--- src/rtl/add16_seq.sv ---
// rtl/add16_seq.sv - 16-bit add/subtract sequencer driving a shared 8-bit adder
//
// Purpose: accepts 16-bit operands, runs the low byte and then the high byte
// through an external 8-bit adder, chains the low-byte carry into the high
// byte, and latches the 16-bit result with carry, overflow and zero flags.
//
// Parameters:
//   ADD_WAIT - extra settle cycles each byte is held on the adder (0..15)
//
// Optional feature macro: ADD16_SUB_EN (adds the sub port and subtraction)
//
// Ports:
//   clk, rst       - clock, synchronous active-high reset
//   start          - request an operation (sampled when not busy)
//   a_in, b_in     - 16-bit operands
//   ci_in          - carry-in to bit 0
//   sub            - subtract select (ADD16_SUB_EN only)
//   busy           - operation in progress (LO/HI)
//   done           - one-cycle completion pulse
//   sum, co, of, zf- result register and flags
//   add_a, add_b   - adder operands
//   add_ci         - adder carry-in
//   add_s, add_co  - adder sum and carry-out
module add16_seq #(
  parameter int unsigned ADD_WAIT = 0
) (
  input  logic        clk,
  input  logic        rst,
  input  logic        start,
  input  logic [15:0] a_in,
  input  logic [15:0] b_in,
  input  logic        ci_in,
`ifdef ADD16_SUB_EN
  input  logic        sub,
`endif
  output logic        busy,
  output logic        done,
  output logic [15:0] sum,
  output logic        co,
  output logic        of,
  output logic        zf,
  output logic [7:0]  add_a,
  output logic [7:0]  add_b,
  output logic        add_ci,
  input  logic [7:0]  add_s,
  input  logic        add_co
);

  typedef enum logic [1:0] {
    S_IDLE,
    S_LO,
    S_HI,
    S_DONE
  } state_t;

  localparam logic [3:0] WAIT_LD = 4'(ADD_WAIT);

  state_t      state_q, state_d;
  logic [3:0]  cnt_q, cnt_d;
  logic [15:0] a_q, a_d;
  logic [15:0] b_q, b_d;        // effective B (already inverted for subtract)
  logic        c0_q, c0_d;
  logic        cm_q, cm_d;      // carry from low byte into high byte
  logic [7:0]  lo_q, lo_d;      // low-byte shadow, kept off sum until HI capture
  logic [15:0] sum_q, sum_d;
  logic        co_q, co_d;
  logic        of_q, of_d;
  logic        zf_q, zf_d;
  logic [7:0]  add_a_q, add_a_d;
  logic [7:0]  add_b_q, add_b_d;
  logic        add_ci_q, add_ci_d;

  logic        sub_sel;
  logic [15:0] beff_in;
  logic        c0_in;
  logic [15:0] sum_new;

`ifdef ADD16_SUB_EN
  assign sub_sel = sub;
`else
  assign sub_sel = 1'b0;
`endif

  // Subtraction is A + ~B + 1; ci_in is ignored when subtracting.
  assign beff_in = sub_sel ? ~b_in : b_in;
  assign c0_in   = sub_sel | ci_in;
  assign sum_new = {add_s, lo_q};

  always_comb begin
    state_d  = state_q;
    cnt_d    = cnt_q;
    a_d      = a_q;
    b_d      = b_q;
    c0_d     = c0_q;
    cm_d     = cm_q;
    lo_d     = lo_q;
    sum_d    = sum_q;
    co_d     = co_q;
    of_d     = of_q;
    zf_d     = zf_q;
    add_a_d  = add_a_q;
    add_b_d  = add_b_q;
    add_ci_d = add_ci_q;

    case (state_q)
      S_IDLE, S_DONE: begin
        if (start) begin
          a_d      = a_in;
          b_d      = beff_in;
          c0_d     = c0_in;
          cnt_d    = WAIT_LD;
          state_d  = S_LO;
          // Adder inputs are registered, so load the low byte alongside the
          // state change to have it present for the whole LO window.
          add_a_d  = a_in[7:0];
          add_b_d  = beff_in[7:0];
          add_ci_d = c0_in;
        end else begin
          state_d = S_IDLE;
        end
      end

      S_LO: begin
        if (cnt_q == 4'd0) begin
          lo_d     = add_s;
          cm_d     = add_co;
          cnt_d    = WAIT_LD;
          state_d  = S_HI;
          add_a_d  = a_q[15:8];
          add_b_d  = b_q[15:8];
          add_ci_d = add_co;
        end else begin
          cnt_d = cnt_q - 4'd1;
        end
      end

      S_HI: begin
        if (cnt_q == 4'd0) begin
          sum_d    = sum_new;
          co_d     = add_co;
          of_d     = (a_q[15] ~^ b_q[15]) & (add_s[7] ^ a_q[15]);
          zf_d     = (sum_new == 16'd0);
          state_d  = S_DONE;
          add_a_d  = 8'd0;
          add_b_d  = 8'd0;
          add_ci_d = 1'b0;
        end else begin
          cnt_d = cnt_q - 4'd1;
        end
      end

      default: begin
        state_d = S_IDLE;
      end
    endcase
  end

  always_ff @(posedge clk) begin
    if (rst) begin
      state_q  <= S_IDLE;
      cnt_q    <= 4'd0;
      a_q      <= 16'd0;
      b_q      <= 16'd0;
      c0_q     <= 1'b0;
      cm_q     <= 1'b0;
      lo_q     <= 8'd0;
      sum_q    <= 16'd0;
      co_q     <= 1'b0;
      of_q     <= 1'b0;
      zf_q     <= 1'b0;
      add_a_q  <= 8'd0;
      add_b_q  <= 8'd0;
      add_ci_q <= 1'b0;
    end else begin
      state_q  <= state_d;
      cnt_q    <= cnt_d;
      a_q      <= a_d;
      b_q      <= b_d;
      c0_q     <= c0_d;
      cm_q     <= cm_d;
      lo_q     <= lo_d;
      sum_q    <= sum_d;
      co_q     <= co_d;
      of_q     <= of_d;
      zf_q     <= zf_d;
      add_a_q  <= add_a_d;
      add_b_q  <= add_b_d;
      add_ci_q <= add_ci_d;
    end
  end

  assign busy   = (state_q == S_LO) || (state_q == S_HI);
  assign done   = (state_q == S_DONE);
  assign sum    = sum_q;
  assign co     = co_q;
  assign of     = of_q;
  assign zf     = zf_q;
  assign add_a  = add_a_q;
  assign add_b  = add_b_q;
  assign add_ci = add_ci_q;

endmodule

--- config.mk ---
export PLATFORM = sky130hd
export DESIGN_NAME = add16_seq
export DESIGN_NICKNAME = d
export VERILOG_FILES = /design/src/rtl/add16_seq.sv
export SDC_FILE = /design/constraint.sdc
export NUM_CORES = 1
export LEC_CHECK = 0
export BUFFER_PORTS_ARGS = -buffer_cell sky130_fd_sc_hd__buf_2
export CORE_MARGIN = 8
export CORE_UTILIZATION = 40
export DETAILED_ROUTE_END_ITERATION = 12
export GPL_TIMING_DRIVEN = 0
export PLACE_DENSITY_LB_ADDON = 0.3
export RECOVER_POWER = 25
export SLEW_MARGIN = 25
export SYNTH_ARGS = -nofsm -noshare
export SYNTH_HDL_FRONTEND = slang
export SYNTH_SLANG_ARGS = --single-unit
export TNS_END_PERCENT = 100
--- constraint.sdc ---
create_clock -name clk -period 2.6 [get_ports clk]
set_clock_uncertainty 0.1 [all_clocks]
set_input_delay 0.26 -clock clk [delete_from_list [all_inputs] [get_ports clk]]
set_output_delay 0.26 -clock clk [all_outputs]
set_load 0.02 [all_outputs]
# Yosys cells after proc, flatten, opt, wreduce, memory -nomap -nowiden
# Cells that the tools add are included.
[word_totals] reg_bits=82 in_bits=45 output_inout_bits=38 wordCells=53
[classes] add_sub_neg=1 eq_ne=7 muxes=19 bitwise_logic=3 reduce_logical=11
[ops] operator="$pmux W8 S3" count=2
[ops] operator="$mux W8" count=5
[ops] operator="$logic_not A16 Y1" count=1
[ops] operator="$mux W4" count=3
[ops] operator="$pmux W4 S3" count=1
[ops] operator="$reduce_and A2 Y1" count=5
[ops] operator="$ne A2 B2 Y1 const B" count=4
[ops] operator="$pmux W2 S3" count=1
[ops] operator="$eq A2 B2 Y1 const B" count=2
[ops] operator="$logic_not A4 Y1" count=1
[ops] operator="$mux W1" count=4
[ops] operator="$mux W2" count=2
[ops] operator="$sub A4 B1 Y4 const B" count=1
[ops] operator="$pmux W1 S3" count=1
[ops] operator="$reduce_and A3 Y1" count=1
[ops] operator="$eq A2 B1 Y1 const B" count=1
[ops] operator="$logic_not A2 Y1" count=1
[ops] operator="$reduce_or A2 Y1" count=1
[ops] operator="$and A1 B1 Y1" count=1
[ops] operator="$logic_or A1 B1 Y1" count=1
[ops] operator="$xnor A1 B1 Y1" count=1
[ops] operator="$xor A1 B1 Y1" count=1

# Longest topological paths before layout
# Gate-level depths: netlist (run 1).
[logic_depth] word_depth=4 mapped_depth=7 depth_no_buf=5

# Least setup slack after synthesis (run 1)
# Ideal clock, no wire load.
[synth_timing] path_kind="register -> register" start="reg cnt_q[0]" end="reg add_a_q[0] (netlist: add_a[0])" arrival_time_ps=1544 required_time_ps=2379 slack_ps=834 path_stages_with_launch=7 cell_sequence="dfxtp_1 > inv_1 > ha_1 > nor3b_4 > o21ai_4 > buf_6 > mux2_4"
[synth_via] elab_chain_len=3 word_cells_on_any_way=4
[synth_rtl] element="start: declaration" line="59" text="logic [3:0] cnt_q, cnt_d;"
[synth_rtl] element="start signal: assignment" line="176" text="cnt_q <= cnt_d;"
[synth_rtl] element="$logic_not A4 Y1 *" line="124, 138"
[synth_rtl] element="$ne A2 B2 Y1 (no line)"
[synth_rtl] element="$reduce_and A3 Y1 (no line) *"
[synth_rtl] element="end signal: assignment" line="171" text="add_a_q <= 8'd0;"
[synth_rtl] element="end signal: assignment" line="186" text="add_a_q <= add_a_d;"
[synth_rtl] element="end: declaration" line="69" text="logic [7:0] add_a_q, add_a_d;"
# Mark *: on every way between the ends. The rest lies on a longest branch, timed or not.
# A chain may end at the register's enable or synchronous reset.

# Final worst setup path (run 1)
[layout_timing] start="reg state_q[0]" end="out busy"
[layout_via] elab_chain_len=2 word_cells_on_any_way=3
[layout_rtl] element="start: declaration" line="58" text="state_t state_q, state_d;"
[layout_rtl] element="start signal: assignment" line="175" text="state_q <= state_d;"
[layout_rtl] element="$eq A2 B1 Y1 or $eq A2 B2 Y1 (tied branches)"
[layout_rtl] element="$logic_or A1 B1 Y1 *" line="192" text="assign busy = (state_q == S_LO) || (state_q == S_HI);"
[layout_rtl] element="end: declaration" line="36" text="output logic busy,"
# Marks and branches as above.

==> results.txt, run 1 <==
Status: completed
Port Buffers: 81
Worst-Margin Slew: 573 ps
H-tree depth: 3
Post-Syn Area per Cell: 8.51 sq um
Seq/Total Area, Yosys: 0.445
Clock Sinks: 66
Total Routed Length: 7780 microns
Largest net degree at the start of global routing: 13
Slew Limit Headroom: 0.618
Final setup viols: 0
Commonest non-fill, non-tap cell in the layout: nand2_1
Vias: 2660
Cells after synthesis: 349
Syn Std Cell Area: 0.00297 sq mm
Clock Path Buffers: 2
CTS hold repair buffers: 0
Most frequent cells in the layout: 86 x nand2_1, 66 x dfxtp_1, 65 x buf_2
Yosys warning count: 0
F_max: 422 MHz
Starting Density: 0.412
Later-pin clock latency in the skew report: 350 ps
Area of the die: 0.0104 sq mm
CP max stage cell: dfxtp_1
Floorplan core area: 0.00721 sq mm
Hpwl dp: 5820 microns
Global route total overflow: 0
Setup_tns: 0 ps
WL/cell: 14.3 microns
Io pins: 83
Max Cap Violations: 0
P per Cell Area: 1160 mW/mm^2
Global routing usage on met3: 0.0531
Nets: 491
CP Launch Type: flop
Peak VDD IR: 0.525 mV
Area grow syn2layout: 24.8%
Layer with the highest usage: met2
Min-delay src: a_in[13]
Setup crit end kind: output port
Crit path DAT: 2010 ps
DP Worst Slack: 534 ps
Min-Delay Endpoint: a_q[13]
Post-route ant nets: 0
Setup ws final: 231 ps
Vias in the first global route: 2728
DRC Markers: 0
CTS tree: yes
Initial antenna violation count: 1
CTS buffer count: 9
Static Leak: 1.50 nW
Die Ht: 102 microns
Endpoints failing hold: 0
Met1 usage: 0.184
Initial DRC count: 77
Post-CTS Resized: 0
First-pass GRT wire length: 12600 microns
Critical path cell sequence: inv_1 -> ha_1 -> buf_1 -> buf_2 -> inv_1 -> buf_2
FF+latch count, synth: 66
Worst setup startpoint: state_q[0]
DR pass1 iterations: 4
FF-to-FF setup slack: 530 ps
R2r worst-path depth: 7
Reg-to-Reg Start: state_q[0]
CP Data Required Time: 2240 ps
RSZ-0062 raised after global routing: no
Die X: 102 microns
HP Class: input pin to flop
Total track usage: 0.154
# diodes: 0
Number of core rows: 31
Hold Path Depth: 3
Final period util: 0.911
Setup bufs post-CTS: 0
Fin crit period: 2370 ps
Vias/cell: 4.88
Syn_nets: 399
GRT met2 Usage: 0.246
CP peak stage delay: 380 ps
Placer Congestion: 0.853
Clk pin slew, worst setup/hold paths: 70 ps
CP Max Fanout: 10
Layout cells sized above 1: 0.233
Critical setup path kind: flop to output port
Max Slew Vio Count: 0
Root buffer cell: clkbuf_8
Unique masters post-synth: 35
Reg2Reg Capture Point: b_q[10]
through the flow:
step / instance area (sq um) / utilization / hold slack (ps) / power (W) / std cells
6_report: 3710 / 0.514 / 48.8 / 0.00429 / 545
5_1_grt: 3710 / 0.514 / 42.8 / 0.00457 / 545
4_1_cts: 3740 / 0.519 / 39.6 / 0.00436 / 545
3_5_place_dp: 3500 / 0.485 / 345 / 0.00330 / 529
3_3_place_gp: 3500 / 0.485 / 339 / 0.00326 / 529
2_1_floorplan: 2970 / - / 296 / 0.00279 / 349
registers in the layout, summed over array words and instances, names as in the netlist:
signal	count
add_b	8
of	1
co	1
zf	1
cnt_q	4
add_ci	1
add_a	8
sum	16
lo_q	8
b_q	8
a_q	8
state_q	2
report_power, final:
part           leakage, nW  internal (W)  total, W  switching [W]
clock                0.123      0.000637   0.00105       0.000412
sequential           0.539       0.00126   0.00142       0.000154
combinational        0.837      0.000738   0.00182        0.00108
total                 1.50       0.00264   0.00429        0.00165
per-layer routing:
metal,part of all wire,routed length [microns],vias up
met4,0.019,150,2
met1,0.46,3610,1220
met3,0.068,526,20
met2,0.45,3490,58
met5,0.0010,8,-
li1,-,-,1360
cell families after synthesis:
family,Yosys count,synth area share
and+or+nand+nor,156,0.261
AOI/OAI and AO/OA,67,0.125
DFF,66,0.445
buffers and inverters,30,0.0446
muxes,25,0.104
adders and majority gates,5,0.0211
worst max-delay path, delay by kind of cell, from the launching register on:
kind | cells | cell delay, ps
adder cells (fa/ha/maj) | 1 | 350
buffers and inverters | 5 | 920
flip-flops | 1 | 380
Yosys cell counts:
cell | number | area [sq um]
nand2_1 | 86 | 323
dfxtp_1 | 66 | 1320
a21oi_1 | 54 | 270
nand3b_1 | 19 | 143
nor2b_1 | 19 | 119
clkbuf_1 | 13 | 48.8
nor2_1 | 12 | 45.0
buf_2 | 10 | 50.1
mux2_4 | 10 | 150
mux2i_1 | 8 | 80.1
mux2_2 | 7 | 78.8
nand3_1 | 6 | 30.0
ha_1 | 5 | 62.6
inv_1 | 5 | 18.8
nor4_1 | 4 | 25.0
o21ai_0 | 4 | 20.0
a31oi_1 | 2 | 12.5
nor3_1 | 2 | 10.0
a221oi_1 | 1 | 8.76
a311oi_1 | 1 | 8.76
and2_1 | 1 | 6.26
and4bb_2 | 1 | 12.5
buf_1 | 1 | 3.75
buf_6 | 1 | 11.3
nand2b_1 | 1 | 6.26
nand4bb_1 | 1 | 11.3
nor3b_4 | 1 | 18.8
nor4bb_1 | 1 | 10.0
o211ai_1 | 1 | 7.51
o21ai_4 | 1 | 16.3
o21ba_2 | 1 | 10.0
o221ai_1 | 1 | 8.76
o311ai_0 | 1 | 8.76
or2_2 | 1 | 6.26
or3b_1 | 1 | 8.76
how the worst max path moves through the flow:
stage	slack (ps)	endpoint
after floorplan	830	add_a[0]
after global placement	590	b_q[10]
after detailed placement	530	b_q[10]
after CTS	210	busy
after global routing	90	busy
final	230	busy
area by class of cell:
class | count | area (sq um)
Fill cell | 748 | 3500
Multi-Input combinational cell | 253 | 1520
Sequential cell | 66 | 1320
Timing Repair Buffer | 81 | 373
Clock buffer | 9 | 124
Tap cell | 99 | 124
Clock inverter | 7 | 118
Buffer | 25 | 114
Inverter | 5 | 18.8
Power figures use the tool's default switching activity.
==> inputs of run 2 (changes only) <==
CTS_BUF_LIST = sky130_fd_sc_hd__clkbuf_16   (was unset)
==> results.txt, run 2 (synthesis results as in run 1) <==
Total Routed Length: 7820 microns (+0.44%)
Status: completed
Io pins: 83 (unchanged)
Final period util: 0.905 (-0.00643)
Root buffer cell: clkbuf_16
CTS hold repair buffers: 0 (unchanged)
Most frequent cells in the layout: 86 x nand2_1, 66 x dfxtp_1, 65 x buf_2
Int Pwr: 0.00294 W (+11%)
CP Max Fanout: 10 (unchanged)
Initial antenna violation count: 0 (-1)
Slew Limit Headroom: 0.624 (+0.00623)
Sequential share of power: 0.307 (-0.024)
DRC Markers: 0 (unchanged)
Critical path cell sequence: inv_1 -> ha_1 -> buf_1 -> buf_2 -> inv_1 -> buf_2
P per Cell Area: 1210 mW/mm^2 (+5.1%)
HP Class: input pin to flop
Endpoints failing hold: 0 (unchanged)
Nets: 491 (unchanged)
Clock Path Buffers: 2 (unchanged)
Starting Density: 0.412 (unchanged)
First-pass GRT wire length: 12600 microns (unchanged)
Clock Sinks: 66 (unchanged)
Switching Share: 0.365 (-0.0199)
Max Slew Vio Count: 0 (unchanged)
Vias: 2680 (+0.75%)
Die Ht: 102 microns (unchanged)
CP max stage cell: dfxtp_1
Setup crit end kind: output port
Clk pin slew, worst setup/hold paths: 60 ps (about the same)
CP Data Required Time: 2240 ps (about the same)
Setup bufs post-CTS: 0 (unchanged)
Number of core rows: 31 (unchanged)
CTS buffer count: 9 (unchanged)
DR pass1 iterations: 4 (unchanged)
Post-CTS Resized: 0 (unchanged)
RSZ-0062 raised after global routing: no
Crit-path leading delay family: buffers and inverters
Setup_tns: 0 ps (unchanged)
Layout cells sized above 1: 0.233 (unchanged)
DP Worst Slack: 534 ps (unchanged)
CP Launch Type: flop
Die X: 102 microns (unchanged)
Crit path DAT: 1990 ps (-20 ps)
WP buf/inv: 5 (unchanged)
Initial DRC count: 75 (-2.6%)
F_max: 425 MHz (+0.71%)
Total track usage: 0.154 (-0.000285)
Fin crit period: 2350 ps (-16.7 ps)
Max Cap Violations: 0 (unchanged)
Post-route ant nets: 0 (unchanged)
Critical setup path kind: flop to output port
WL/cell: 14.3 microns (+0.44%)
Setup ws final: 248 ps (+16.7 ps)
Clock share of power: 0.299 (+0.055)
H-tree depth: 3 (unchanged)
Peak VDD IR: 0.737 mV (+40%)
Hpwl dp: 5820 microns (unchanged)
Static Leak: 1.54 nW (+3.1%)
Reported net switching power: 0.00169 W (+2.4%)
Vias/cell: 4.92 (+0.75%)
Port Buffers: 81 (unchanged)
CP peak stage delay: 380 ps (about the same)
Final setup viols: 0 (unchanged)
Max FFs per register: 16 (unchanged)
Area of the die: 0.0104 sq mm (unchanged)
# diodes: 0 (unchanged)
Later-pin clock latency in the skew report: 330 ps (-20 ps)
Global route total overflow: 0 (unchanged)
Worst-Margin Slew: 564 ps (-9.34 ps)
Logic pwr share: 0.395 (-0.030)
Placer Congestion: 0.853 (unchanged)
CTS tree: yes
Largest net degree at the start of global routing: 13 (unchanged)
Floorplan core area: 0.00721 sq mm (unchanged)
Area grow syn2layout: 28.3%
Commonest non-fill, non-tap cell in the layout: nand2_1
Vias in the first global route: 2713 (-0.55%)
run 2: area by class of cell:
class / count / area [sq um]
Fill cell: 739 / 3400
Multi-Input combinational cell: 253 / 1520
Sequential cell: 66 / 1320
Timing Repair Buffer: 81 / 373
Clock buffer: 9 / 225
Tap cell: 99 / 124
Clock inverter: 7 / 118
Buffer: 25 / 114
Inverter: 5 / 18.8
run 2: path summary, 6_finish.rpt:
kind | slack (ps) | to | depth (start not counted) | start
setup / recovery | 250 | busy | 6 | state_q[0]
hold / removal | 70 | a_q[13] | 3 | a_in[13]
setup reg to reg | 540 | b_q[10] | 7 | state_q[0]
hold reg to reg | 350 | sum[11] | 2 | sum[11]
run 2: per-stage QoR:
stage	total power, W	cell area [sq um]	cells	hold slack, ps	utilization
2_1_floorplan	0.00279	2970	349	296	-
3_3_place_gp	0.00326	3500	529	339	0.485
3_5_place_dp	0.00330	3500	529	345	0.485
4_1_cts	0.00470	3840	545	68.4	0.533
5_1_grt	0.00491	3810	545	71.0	0.528
6_report	0.00463	3810	545	70.0	0.528
run 2: layer usage:
layer | track usage | up-vias | wire length (microns)
li1 | - | 1364 | -
met1 | 0.187 | 1247 | 3690
met2 | 0.247 | 57 | 3540
met3 | 0.0416 | 12 | 444
met4 | 0.0734 | 0 | 142
met5 | 0 | - | 0
run 2: worst reg2reg max path, cell delays in order, from the launching register on:
cell and delay (ps):
dfxtp_1 380, inv_1 60, ha_1 350, buf_1 210, nand2_1 230, clkbuf_1 390, nand2_1 100, a21oi_1 170
run 2: power groups by stage:
stage	registers, W	clock network (W)	logic (W)
2_1_floorplan	0.00159	0	0.00120
3_3_place_gp	0.00143	0	0.00183
3_5_place_dp	0.00144	0	0.00187
4_1_cts	0.00142	0.00141	0.00187
5_1_grt	0.00146	0.00144	0.00201
6_report	0.00142	0.00138	0.00183
